## config.mk

```make
export PLATFORM = sky130hd
export DESIGN_NAME = pwm_capture_flat
export DESIGN_NICKNAME = d
export VERILOG_FILES = /design/src/rtl/pwm_capture_if.sv /design/src/rtl/pwm_capture.sv /design/src/flat_wrapper.sv
export SDC_FILE = /design/constraint.sdc
export NUM_CORES = 1
export LEC_CHECK = 0
export ABC_AREA = 1
export CELL_PAD_IN_SITES_DETAIL_PLACEMENT = 0
export CELL_PAD_IN_SITES_GLOBAL_PLACEMENT = 1
export CORE_AREA = 5 5 74 76
export DETAILED_ROUTE_END_ITERATION = 7
export DIE_AREA = 0 0 79 81
export GPL_TIMING_DRIVEN = 0
export PLACE_DENSITY = 0.86
export SETUP_SLACK_MARGIN = 0.4
export SLEW_MARGIN = 0
export SYNTH_ARGS = -nofsm -noshare
export SYNTH_HDL_FRONTEND = slang
export SYNTH_SLANG_ARGS = --single-unit
```

## constraint.sdc

```tcl
create_clock -name clk -period 2.08 [get_ports clk]
set_clock_uncertainty 0.15 [all_clocks]
set_input_delay 0.208 -clock clk [delete_from_list [all_inputs] [get_ports clk]]
set_output_delay 0.208 -clock clk [all_outputs]
set_load 0.01 [all_outputs]
```

## src/rtl/pwm_capture_if.sv

```systemverilog
// Signal bundle for the PWM capture channel.
//   master : drives cap_en / pwm_in and observes the measurement outputs
//   slave  : the capture block itself
// Signals:
//   cap_en      capture enable (low forces the capture FSM to IDLE)
//   pwm_in      PWM waveform, may be asynchronous to clk
//   meas_value  high cycles in the last complete period
//   meas_range  last complete period length minus 1
//   meas_valid  one-cycle pulse when meas_value/meas_range update
//   meas_stuck  sticky flag: no rising edge seen for 2^W cycles
//   stuck_level synchronized input level when meas_stuck was set
//   dbg_state   current capture FSM state (0 IDLE, 1 SYNC, 2 MEAS)
interface pwm_capture_if #(
    parameter int W = 8
);
    logic         cap_en;
    logic         pwm_in;
    logic [W-1:0] meas_value;
    logic [W-1:0] meas_range;
    logic         meas_valid;
    logic         meas_stuck;
    logic         stuck_level;
    logic [1:0]   dbg_state;

    modport master (
        output cap_en, pwm_in,
        input  meas_value, meas_range, meas_valid, meas_stuck, stuck_level, dbg_state
    );

    modport slave (
        input  cap_en, pwm_in,
        output meas_value, meas_range, meas_valid, meas_stuck, stuck_level, dbg_state
    );
endinterface

```

## src/rtl/pwm_capture.sv

```systemverilog
// PWM capture: samples a PWM waveform and recovers its duty (high-cycle count)
// and period (length - 1) as a value/range pair, matching the generator-side
// encoding. A constant input (0% / 100% duty) raises a sticky stuck flag.
// Ports:
//   clk    single clock, all logic on posedge
//   reset  asynchronous, active-high
//   bus    pwm_capture_if.slave (cap_en, pwm_in in; measurement outputs and
//          FSM state out)
// Interface protocol: meas_valid is a one-cycle qualifier with no back-pressure;
// meas_value/meas_range are stable between pulses and are meaningful only once
// at least one pulse has been seen since reset.
module pwm_capture #(
    parameter int W           = 8,
    parameter int SYNC_STAGES = 2
) (
    input  logic          clk,
    input  logic          reset,
    pwm_capture_if.slave  bus
);
    typedef enum logic [1:0] {
        IDLE = 2'd0,
        SYNC = 2'd1,
        MEAS = 2'd2
    } state_t;

    localparam logic [W-1:0] CNT_MAX = '1;

    state_t                 state_q, state_d;
    logic [SYNC_STAGES-1:0] sync_q;
    logic                   s_dly_q;
    logic [W-1:0]           per_cnt_q, per_cnt_d;
    logic [W-1:0]           high_cnt_q, high_cnt_d;
    logic [W-1:0]           meas_value_q, meas_value_d;
    logic [W-1:0]           meas_range_q, meas_range_d;
    logic                   meas_valid_q, meas_valid_d;
    logic                   meas_stuck_q, meas_stuck_d;
    logic                   stuck_level_q, stuck_level_d;

    logic s;
    logic rise;

    assign s    = sync_q[SYNC_STAGES-1];
    assign rise = s & ~s_dly_q;

    // Synchronizer and edge-detect delay run regardless of capture state.
    always_ff @(posedge clk or posedge reset) begin
        if (reset) begin
            sync_q  <= '0;
            s_dly_q <= 1'b0;
        end else begin
            sync_q  <= {sync_q[SYNC_STAGES-2:0], bus.pwm_in};
            s_dly_q <= s;
        end
    end

    always_ff @(posedge clk or posedge reset) begin
        if (reset) begin
            state_q       <= IDLE;
            per_cnt_q     <= '0;
            high_cnt_q    <= '0;
            meas_value_q  <= '0;
            meas_range_q  <= '0;
            meas_valid_q  <= 1'b0;
            meas_stuck_q  <= 1'b0;
            stuck_level_q <= 1'b0;
        end else begin
            state_q       <= state_d;
            per_cnt_q     <= per_cnt_d;
            high_cnt_q    <= high_cnt_d;
            meas_value_q  <= meas_value_d;
            meas_range_q  <= meas_range_d;
            meas_valid_q  <= meas_valid_d;
            meas_stuck_q  <= meas_stuck_d;
            stuck_level_q <= stuck_level_d;
        end
    end

    always_comb begin
        state_d       = state_q;
        per_cnt_d     = per_cnt_q;
        high_cnt_d    = high_cnt_q;
        meas_value_d  = meas_value_q;
        meas_range_d  = meas_range_q;
        meas_valid_d  = 1'b0;
        meas_stuck_d  = meas_stuck_q;
        stuck_level_d = stuck_level_q;

        if (!bus.cap_en) begin
            state_d       = IDLE;
            per_cnt_d     = '0;
            high_cnt_d    = '0;
            meas_stuck_d  = 1'b0;
            stuck_level_d = 1'b0;
        end else begin
            case (state_q)
                IDLE: begin
                    state_d    = SYNC;
                    per_cnt_d  = '0;
                    high_cnt_d = '0;
                end
                SYNC, MEAS: begin
                    // A rise wins over the timeout so a period of exactly
                    // 2^W cycles is still a valid measurement.
                    if (rise) begin
                        if (state_q == MEAS) begin
                            meas_value_d = high_cnt_q;
                            meas_range_d = per_cnt_q;
                            meas_valid_d = 1'b1;
                            meas_stuck_d = 1'b0;
                        end
                        state_d    = MEAS;
                        per_cnt_d  = '0;
                        high_cnt_d = {{(W-1){1'b0}}, 1'b1};
                    end else if (per_cnt_q == CNT_MAX) begin
                        meas_stuck_d  = 1'b1;
                        stuck_level_d = s;
                        state_d       = SYNC;
                        per_cnt_d     = '0;
                        high_cnt_d    = '0;
                    end else begin
                        per_cnt_d = per_cnt_q + 1'b1;
                        if (state_q == MEAS) begin
                            high_cnt_d = high_cnt_q + {{(W-1){1'b0}}, s};
                        end
                    end
                end
                default: begin
                    state_d    = IDLE;
                    per_cnt_d  = '0;
                    high_cnt_d = '0;
                end
            endcase
        end
    end

    assign bus.meas_value  = meas_value_q;
    assign bus.meas_range  = meas_range_q;
    assign bus.meas_valid  = meas_valid_q;
    assign bus.meas_stuck  = meas_stuck_q;
    assign bus.stuck_level = stuck_level_q;
    assign bus.dbg_state   = state_q;
endmodule
```

## src/flat_wrapper.sv

```systemverilog
// flat-port wrapper written by rule: the top's interface ports become plain ports
module pwm_capture_flat 
#(
    parameter int W           = 8,
    parameter int SYNC_STAGES = 2
)
  (clk, reset, bus_cap_en, bus_pwm_in, bus_meas_value, bus_meas_range, bus_meas_valid, bus_meas_stuck, bus_stuck_level, bus_dbg_state);
  pwm_capture_if #(.W(W)) bus_i ();
  input  logic clk;
  input  logic reset;
  input wire logic [$bits(bus_i.cap_en)-1:0] bus_cap_en;
  input wire logic [$bits(bus_i.pwm_in)-1:0] bus_pwm_in;
  output wire logic [$bits(bus_i.meas_value)-1:0] bus_meas_value;
  output wire logic [$bits(bus_i.meas_range)-1:0] bus_meas_range;
  output wire logic [$bits(bus_i.meas_valid)-1:0] bus_meas_valid;
  output wire logic [$bits(bus_i.meas_stuck)-1:0] bus_meas_stuck;
  output wire logic [$bits(bus_i.stuck_level)-1:0] bus_stuck_level;
  output wire logic [$bits(bus_i.dbg_state)-1:0] bus_dbg_state;
  assign bus_i.cap_en = bus_cap_en;
  assign bus_i.pwm_in = bus_pwm_in;
  assign bus_meas_value = bus_i.meas_value;
  assign bus_meas_range = bus_i.meas_range;
  assign bus_meas_valid = bus_i.meas_valid;
  assign bus_meas_stuck = bus_i.meas_stuck;
  assign bus_stuck_level = bus_i.stuck_level;
  assign bus_dbg_state = bus_i.dbg_state;
  pwm_capture #(.W(W), .SYNC_STAGES(SYNC_STAGES)) u_core (.clk(clk), .reset(reset), .bus(bus_i));
endmodule
```

==> results of run 1 <==
## kinds of logic after synthesis
group	count (synthesis)	synth area share
and+or+nand+nor	95	0.236
DFF	40	0.537
buffers and inverters	28	0.0758
AOI/OAI and AO/OA	25	0.0926
adders and majority gates	6	0.0402
xor gates and xnor gates	4	0.0188
## Yosys cell counts, drive strengths merged
| cell | count |
|---|---|
| o21bai | 1 |
| nor3 | 2 |
| nor3b | 3 |
| ha | 6 |
| nand2 | 56 |
| inv | 25 |
| buf | 3 |
| o21ai | 17 |
| nand3 | 9 |
| dfrtp | 40 |
| xor2 | 4 |
| nand4 | 3 |
| nor2 | 22 |
| a21oi | 7 |
## state kept, by name (all words and copies together), names as in the netlist
signal                  flops
u_core.bus.meas_range       8
u_core.bus.meas_valid       1
u_core.high_cnt_q           8
u_core.bus.meas_stuck       1
u_core.s_dly_q              1
u_core.bus.dbg_state        2
u_core.per_cnt_q            8
u_core.bus.stuck_level      1
u_core.sync_q               2
u_core.bus.meas_value       8
## power by group
group          total [uW]  switching, uW  internal (uW)
Combinational         322            170            152
Clock                 626            270            356
Sequential            824           20.0            804
Total                1770            460           1310
## cell type report
class	instances	share of cell area
plain buffers	3	0.0203
clock buffers	6	0.0288
clock inverters	2	0.0139
inverters	25	0.0402
multi-input cells	130	0.315
flip-flops and latches	40	0.397
well taps	54	0.0268
repair buffers	39	0.156
repair inverters	1	0.00248
## through the flow
step | std cells | hold WS, ps | setup WS (ps) | util
floorplan | 198 | 89.4 | 410 | -
global placement | 276 | 182 | -55.6 | 0.470
global route | 300 | 200 | 298 | 0.541
finish | 300 | 197 | 361 | 0.541
detailed placement | 276 | 188 | 232 | 0.470
CTS | 290 | 184 | 387 | 0.505
## routing by layer
layer	global-route usage	part of all wire	up-vias
li1	-	-	715
met1	0.180	0.50	634
met2	0.187	0.44	27
met3	0.0355	0.043	7
met4	0.0567	0.019	0
met5	0	0	-
## what timing repair did
| item | 4_1_cts | 5_1_grt |
|---|---|---|
| setup buffers | 6 | 7 |
| pin swaps | 1 | 7 |
| gates cloned | 0 | 3 |
| resized for setup | 3 | 19 |
| setup endpoints to repair | 28 | 34 |
## worst paths after layout
path	end
max reg2reg	u_core.bus.meas_range[3]$_DFFE_PP0P_
max	u_core.bus.meas_range[3]$_DFFE_PP0P_
max in group asynchronous	u_core.s_dly_q$_DFF_PP0_
min in group asynchronous	u_core.bus.meas_range[0]$_DFFE_PP0P_
min reg2reg	u_core.sync_q[1]$_DFF_PP0_
min	u_core.sync_q[0]$_DFF_PP0_
==> flow_summary.toml, run 1 <==
[synth]
syn_inst = 198
synthesis.area_um2 = 1870
ys_seq_area_frac = 0.537
yosys.cell_types.count = 22
netlist.area_leader.share = 0.537
syn_avg_cell_area_um2 = 9.42
synth_area_leaders = "dfrtp_1 54%, nand2_1 10%, o21ai_2 5.6%"
yosys_register_bits = 40
synth_warnings = 0
synth_top_cell_by_area = "dfrtp_1"
syn_nets = 208

[route]
route.detailed.drc = 0
vias = 1383
drt_wl_total_um = 3650
drt-initial-drc-count = 42
drtPass1Iterations = 4
ant_nets = 0
drt-vias-per-instance = 4.61
wire_per_inst_um = 12.2

[floorplanning]
initial_utilization = 0.400
core_um2 = 4660
ios = 25
die_w_um = 79
die_area_um2 = 6400
rows = 25
die_h_um = 81

[global_route]
grtUsageTotal = 0.129
grt_antenna_before_repair = 0
grt_pass1_wl_um = 6360
globalRoute.totalOverflow = 0
first_global_vias = 1355
grt_max_degree = 41

[cells_and_area]
layout_commonest_cell = "nand2_1"
drive_gt1_frac = 0.268
syn_to_final_growth_pct = 35.1
num-nets-final = 255
layout_common_cells = "44 x nand2_1, 40 x dfrtp_1, 22 x clkdlybuf4s50_1, 21 x inv_1, 15 x nor2_1"
regArea_um2 = 1000
fill_cells = 428
final_area_um2 = 2520
multiInputGateArea_um2 = 793
n_antenna_cell = 0

[hold_path]
min-delay-start = "bus_pwm_in"
hp-class = "in -> reg"
hold-path-cell-count = 1

[critical_path]
r2r-start = "u_core.bus.dbg_state[0]$_DFFE_PP0P_"
crit_arrival_ps = 1760
startpoint = "u_core.bus.dbg_state[0]$_DFFE_PP0P_"
crit_family = "flip-flops"
reg2regPathDepth = 10
cpPeakStageDelay_ps = 380
crit_path_max_fanout = 7
worstSetupPathDepth = 10
cp.required_ps = 2120
startpoint_type = "register"
crit_slowest_cell = "dfrtp_1"
critPathKind = "reg -> reg"
end_kind = "register"
worstPathCellList = "inv_2, ha_4, nand2_4, inv_2, nand2_4, nor2_8, inv_8, buf_12, nand2_2, o21ai_2"
reg2reg_slack_ps = 360
critPathBufInv = 4

[clock_network]
cts.path.max_buffers = 2
cts.sinks = 40
cts_hold_buf = 0
cts_max_level = 2
cts_inserted_buffers = 5
cts.clk_slew.worst_paths_ps = 80
cts_tree = "done"
cts_root_buf = "clkbuf_8"
worstSkewPairLatency_ps = 290

[place]
place.gp.congestion = 0.754
hpwl_um = 2440
io_buffer_count = 24
placed_area_um2 = 2190

[status]
status = "finished, final reports clean"

[timing]
setup-tns-final_ps = 0
tightest_slew_ps = 812
setup_violations = 0
rsz0062_at_grt = "yes"
finalHoldViolations = 0
timing.fmax_mhz = 582
period_needed_ps = 1720
report.final.slew_viol_count = 0
slew_headroom = 0.458
timing.final.crit_share = 0.827

[job]
drv_cap = 0

[power_and_ir_drop]
power_density_nw_per_um2 = 703
finalPower_uw = 1770
leakage_uw = 0.00120
vdd_drop_max_uv = 521
Note: power is estimated with default switching activity, not from simulation.
==> inputs of run 2 (changes only) <==
==> constraint.sdc (replaced) <==
create_clock -name clk -period 1.6 [get_ports clk]
set_clock_uncertainty 0.15 [all_clocks]
set_input_delay 0.16 -clock clk [delete_from_list [all_inputs] [get_ports clk]]
set_output_delay 0.16 -clock clk [all_outputs]
set_load 0.01 [all_outputs]
==> run 2 against run 1 <==
Against the previous run:
- the flow now finishes with violations (negative setup slack)
- critical endpoint is now u_core.bus.meas_value[5]$_DFFE_PP0P_
- first-iteration DRC count grew 100%
- largest cell class unchanged
- wire length up 9.4%
- count of clock-buffer cells in the layout stayed put
- fmax is 3.7% higher
- combinational power is 43% higher
- critical path type unchanged
- cell area rose by 8.3%
- largest power group unchanged
- hold slack lost 42 ps
- via count increased by 7.6%
- critical path depth stayed put
==> flow_summary.toml, run 2 (synthesized netlist as in run 1, its figures left out) <==
[floorplanning]
die_area_um2 = 6400
die_w_um = 79
die_h_um = 81
ios = 25
rows = 25
core_um2 = 4660
initial_utilization = 0.400

[critical_path]
critPathKind = "reg -> reg"
crit_path_max_fanout = 6
crit_arrival_ps = 1690
critPathBufInv = 4
cpPeakStageDelay_ps = 400
worstPathCellList = "inv_2, ha_4, nand2_4, inv_2, nand2_4, nor2_8, inv_8, buf_4, nand2_2, o21ai_2"
r2r_end = "u_core.bus.meas_value[5]$_DFFE_PP0P_"
end_kind = "register"
reg2regPathDepth = 10
r2r-start = "u_core.bus.dbg_state[1]$_DFFE_PP0P_"
crit_slowest_cell = "dfrtp_1"
startpoint_type = "register"
reg2reg_slack_ps = -60
crit_family = "flip-flops"
cp.required_ps = 1630

[hold_path]
min_to = "u_core.sync_q[0]$_DFF_PP0_"
min-delay-start = "bus_pwm_in"
hp-class = "in -> reg"
hold-path-cell-count = 1

[power_and_ir_drop]
power_frac_comb = 0.197
vdd_drop_max_uv = 539
leakage_uw = 0.00135
switching_power_uw = 610
pwr-share-clk = 0.345
seq_power_share = 0.459
power_density_nw_per_um2 = 856
intPower_uw = 1730
p_sw_frac = 0.261

[route]
drt_wl_total_um = 3990
ant_nets = 0
drt-initial-drc-count = 84
drt-vias-per-instance = 4.62
vias = 1488
route.detailed.drc = 0
wire_per_inst_um = 12.4
drtPass1Iterations = 4

[status]
violations = "negative setup slack"
status = "complete, but fails checks"

[cells_and_area]
fill_cells = 419
n_antenna_cell = 0
layout_commonest_cell = "dfrtp_1"
drive_gt1_frac = 0.511
layout_common_cells = "40 x dfrtp_1, 31 x buf_4, 28 x nand2_1, 21 x nand2_2, 19 x inv_1"
num-nets-final = 277
syn_to_final_growth_pct = 46.4

[global_route]
globalRoute.totalOverflow = 0
grtUsageTotal = 0.138
grt_pass1_wl_um = 6810
grt_max_degree = 41
first_global_vias = 1474
grt_antenna_before_repair = 0

[clock_network]
worstSkewPairLatency_ps = 290
cts.sinks = 40
cts.path.max_buffers = 2
cts.clk_slew.worst_paths_ps = 80
cts_hold_buf = 0
cts_tree = "done"
cts_inserted_buffers = 5
cts_root_buf = "clkbuf_8"
cts_max_level = 2

[timing]
period_needed_ps = 1660
tightest_slew_ps = 852
rsz0062_at_grt = "yes"
report.final.slew_viol_count = 0
setup_violations = 18
timing.fmax_mhz = 603
slew_headroom = 0.430
timing.final.crit_share = 1.04
setup-tns-final_ps = -731
setup_ws_ps = -58.2
whs_ps = 155
finalHoldViolations = 0

[place]
place.gp.congestion = 0.777
hpwl_um = 2420
io_buffer_count = 24
post-place-ws_ps = -191

[job]
drv_cap = 0
run 2: changes by cell type in the layout (fill, tap and decap cells not counted), sizes merged:
cell	before	now
dlymetal6s2s	2	0
clkdlybuf4s50	22	3
clkbuf	8	9
inv	26	25
buf	16	58
clkinvlp	0	1
run 2: area by class of cell:
| type | count | area (um^2) | area share |
|---|---|---|---|
| Buffer | 3 | 55.1 | 0.0202 |
| Tap cell | 54 | 67.6 | 0.0247 |
| Inverter | 25 | 105 | 0.0385 |
| Multi-Input combinational cell | 130 | 911 | 0.333 |
| Clock inverter | 2 | 35.0 | 0.0128 |
| Timing Repair inverter | 1 | 6.26 | 0.00229 |
| Sequential cell | 40 | 1000 | 0.366 |
| Clock buffer | 6 | 72.6 | 0.0266 |
| Timing Repair Buffer | 61 | 478 | 0.175 |
run 2: how the worst max path moves through the flow:
stage	from	end	slack (ps)	cells after the start
2_1_floorplan	u_core.bus.dbg_state[1]$_DFFE_PP0P_	u_core.bus.meas_range[3]$_DFFE_PP0P_	-40	10
3_3_place_gp	bus_cap_en	u_core.bus.meas_range[7]$_DFFE_PP0P_	-200	9
3_5_place_dp	bus_cap_en	u_core.bus.meas_range[3]$_DFFE_PP0P_	-190	9
4_1_cts	u_core.bus.dbg_state[0]$_DFFE_PP0P_	u_core.bus.meas_range[3]$_DFFE_PP0P_	-40	10
5_1_grt	u_core.bus.dbg_state[0]$_DFFE_PP0P_	u_core.bus.meas_range[7]$_DFFE_PP0P_	-140	10
6_report	u_core.bus.dbg_state[1]$_DFFE_PP0P_	u_core.bus.meas_value[5]$_DFFE_PP0P_	-60	10
run 2: routing by layer:
metal	GRT usage	wire [um]	vias up
met5	0	0	-
met4	0.0361	18	0
met3	0.0355	162	2
met2	0.231	1940	28
met1	0.178	1860	695
li1	-	-	763
run 2: through the flow:
| step | cell area [um^2] | util | power (uW) | std cells |
|---|---|---|---|---|
| 2_1_floorplan | 1890 | - | 1320 | 198 |
| 3_3_place_gp | 2200 | 0.472 | 1410 | 276 |
| 3_5_place_dp | 2200 | 0.472 | 1420 | 276 |
| 4_1_cts | 2630 | 0.564 | 2320 | 316 |
| 5_1_grt | 2730 | 0.586 | 2460 | 322 |
| 6_report | 2730 | 0.586 | 2340 | 322 |
run 2: power groups by stage:
stage | clock (uW) | combinational (uW) | sequential [uW]
floorplan | 0 | 216 | 1100
global route | 872 | 509 | 1080
finish | 805 | 460 | 1070
global placement | 0 | 321 | 1090
detailed placement | 0 | 322 | 1090
CTS | 830 | 419 | 1070
run 2: timing repair:
action,CTS,global route
gates resized for setup,126,18
buffers inserted,30,5
pin swaps,18,11
cloned,2,1
endpoints found under the setup margin,58,41
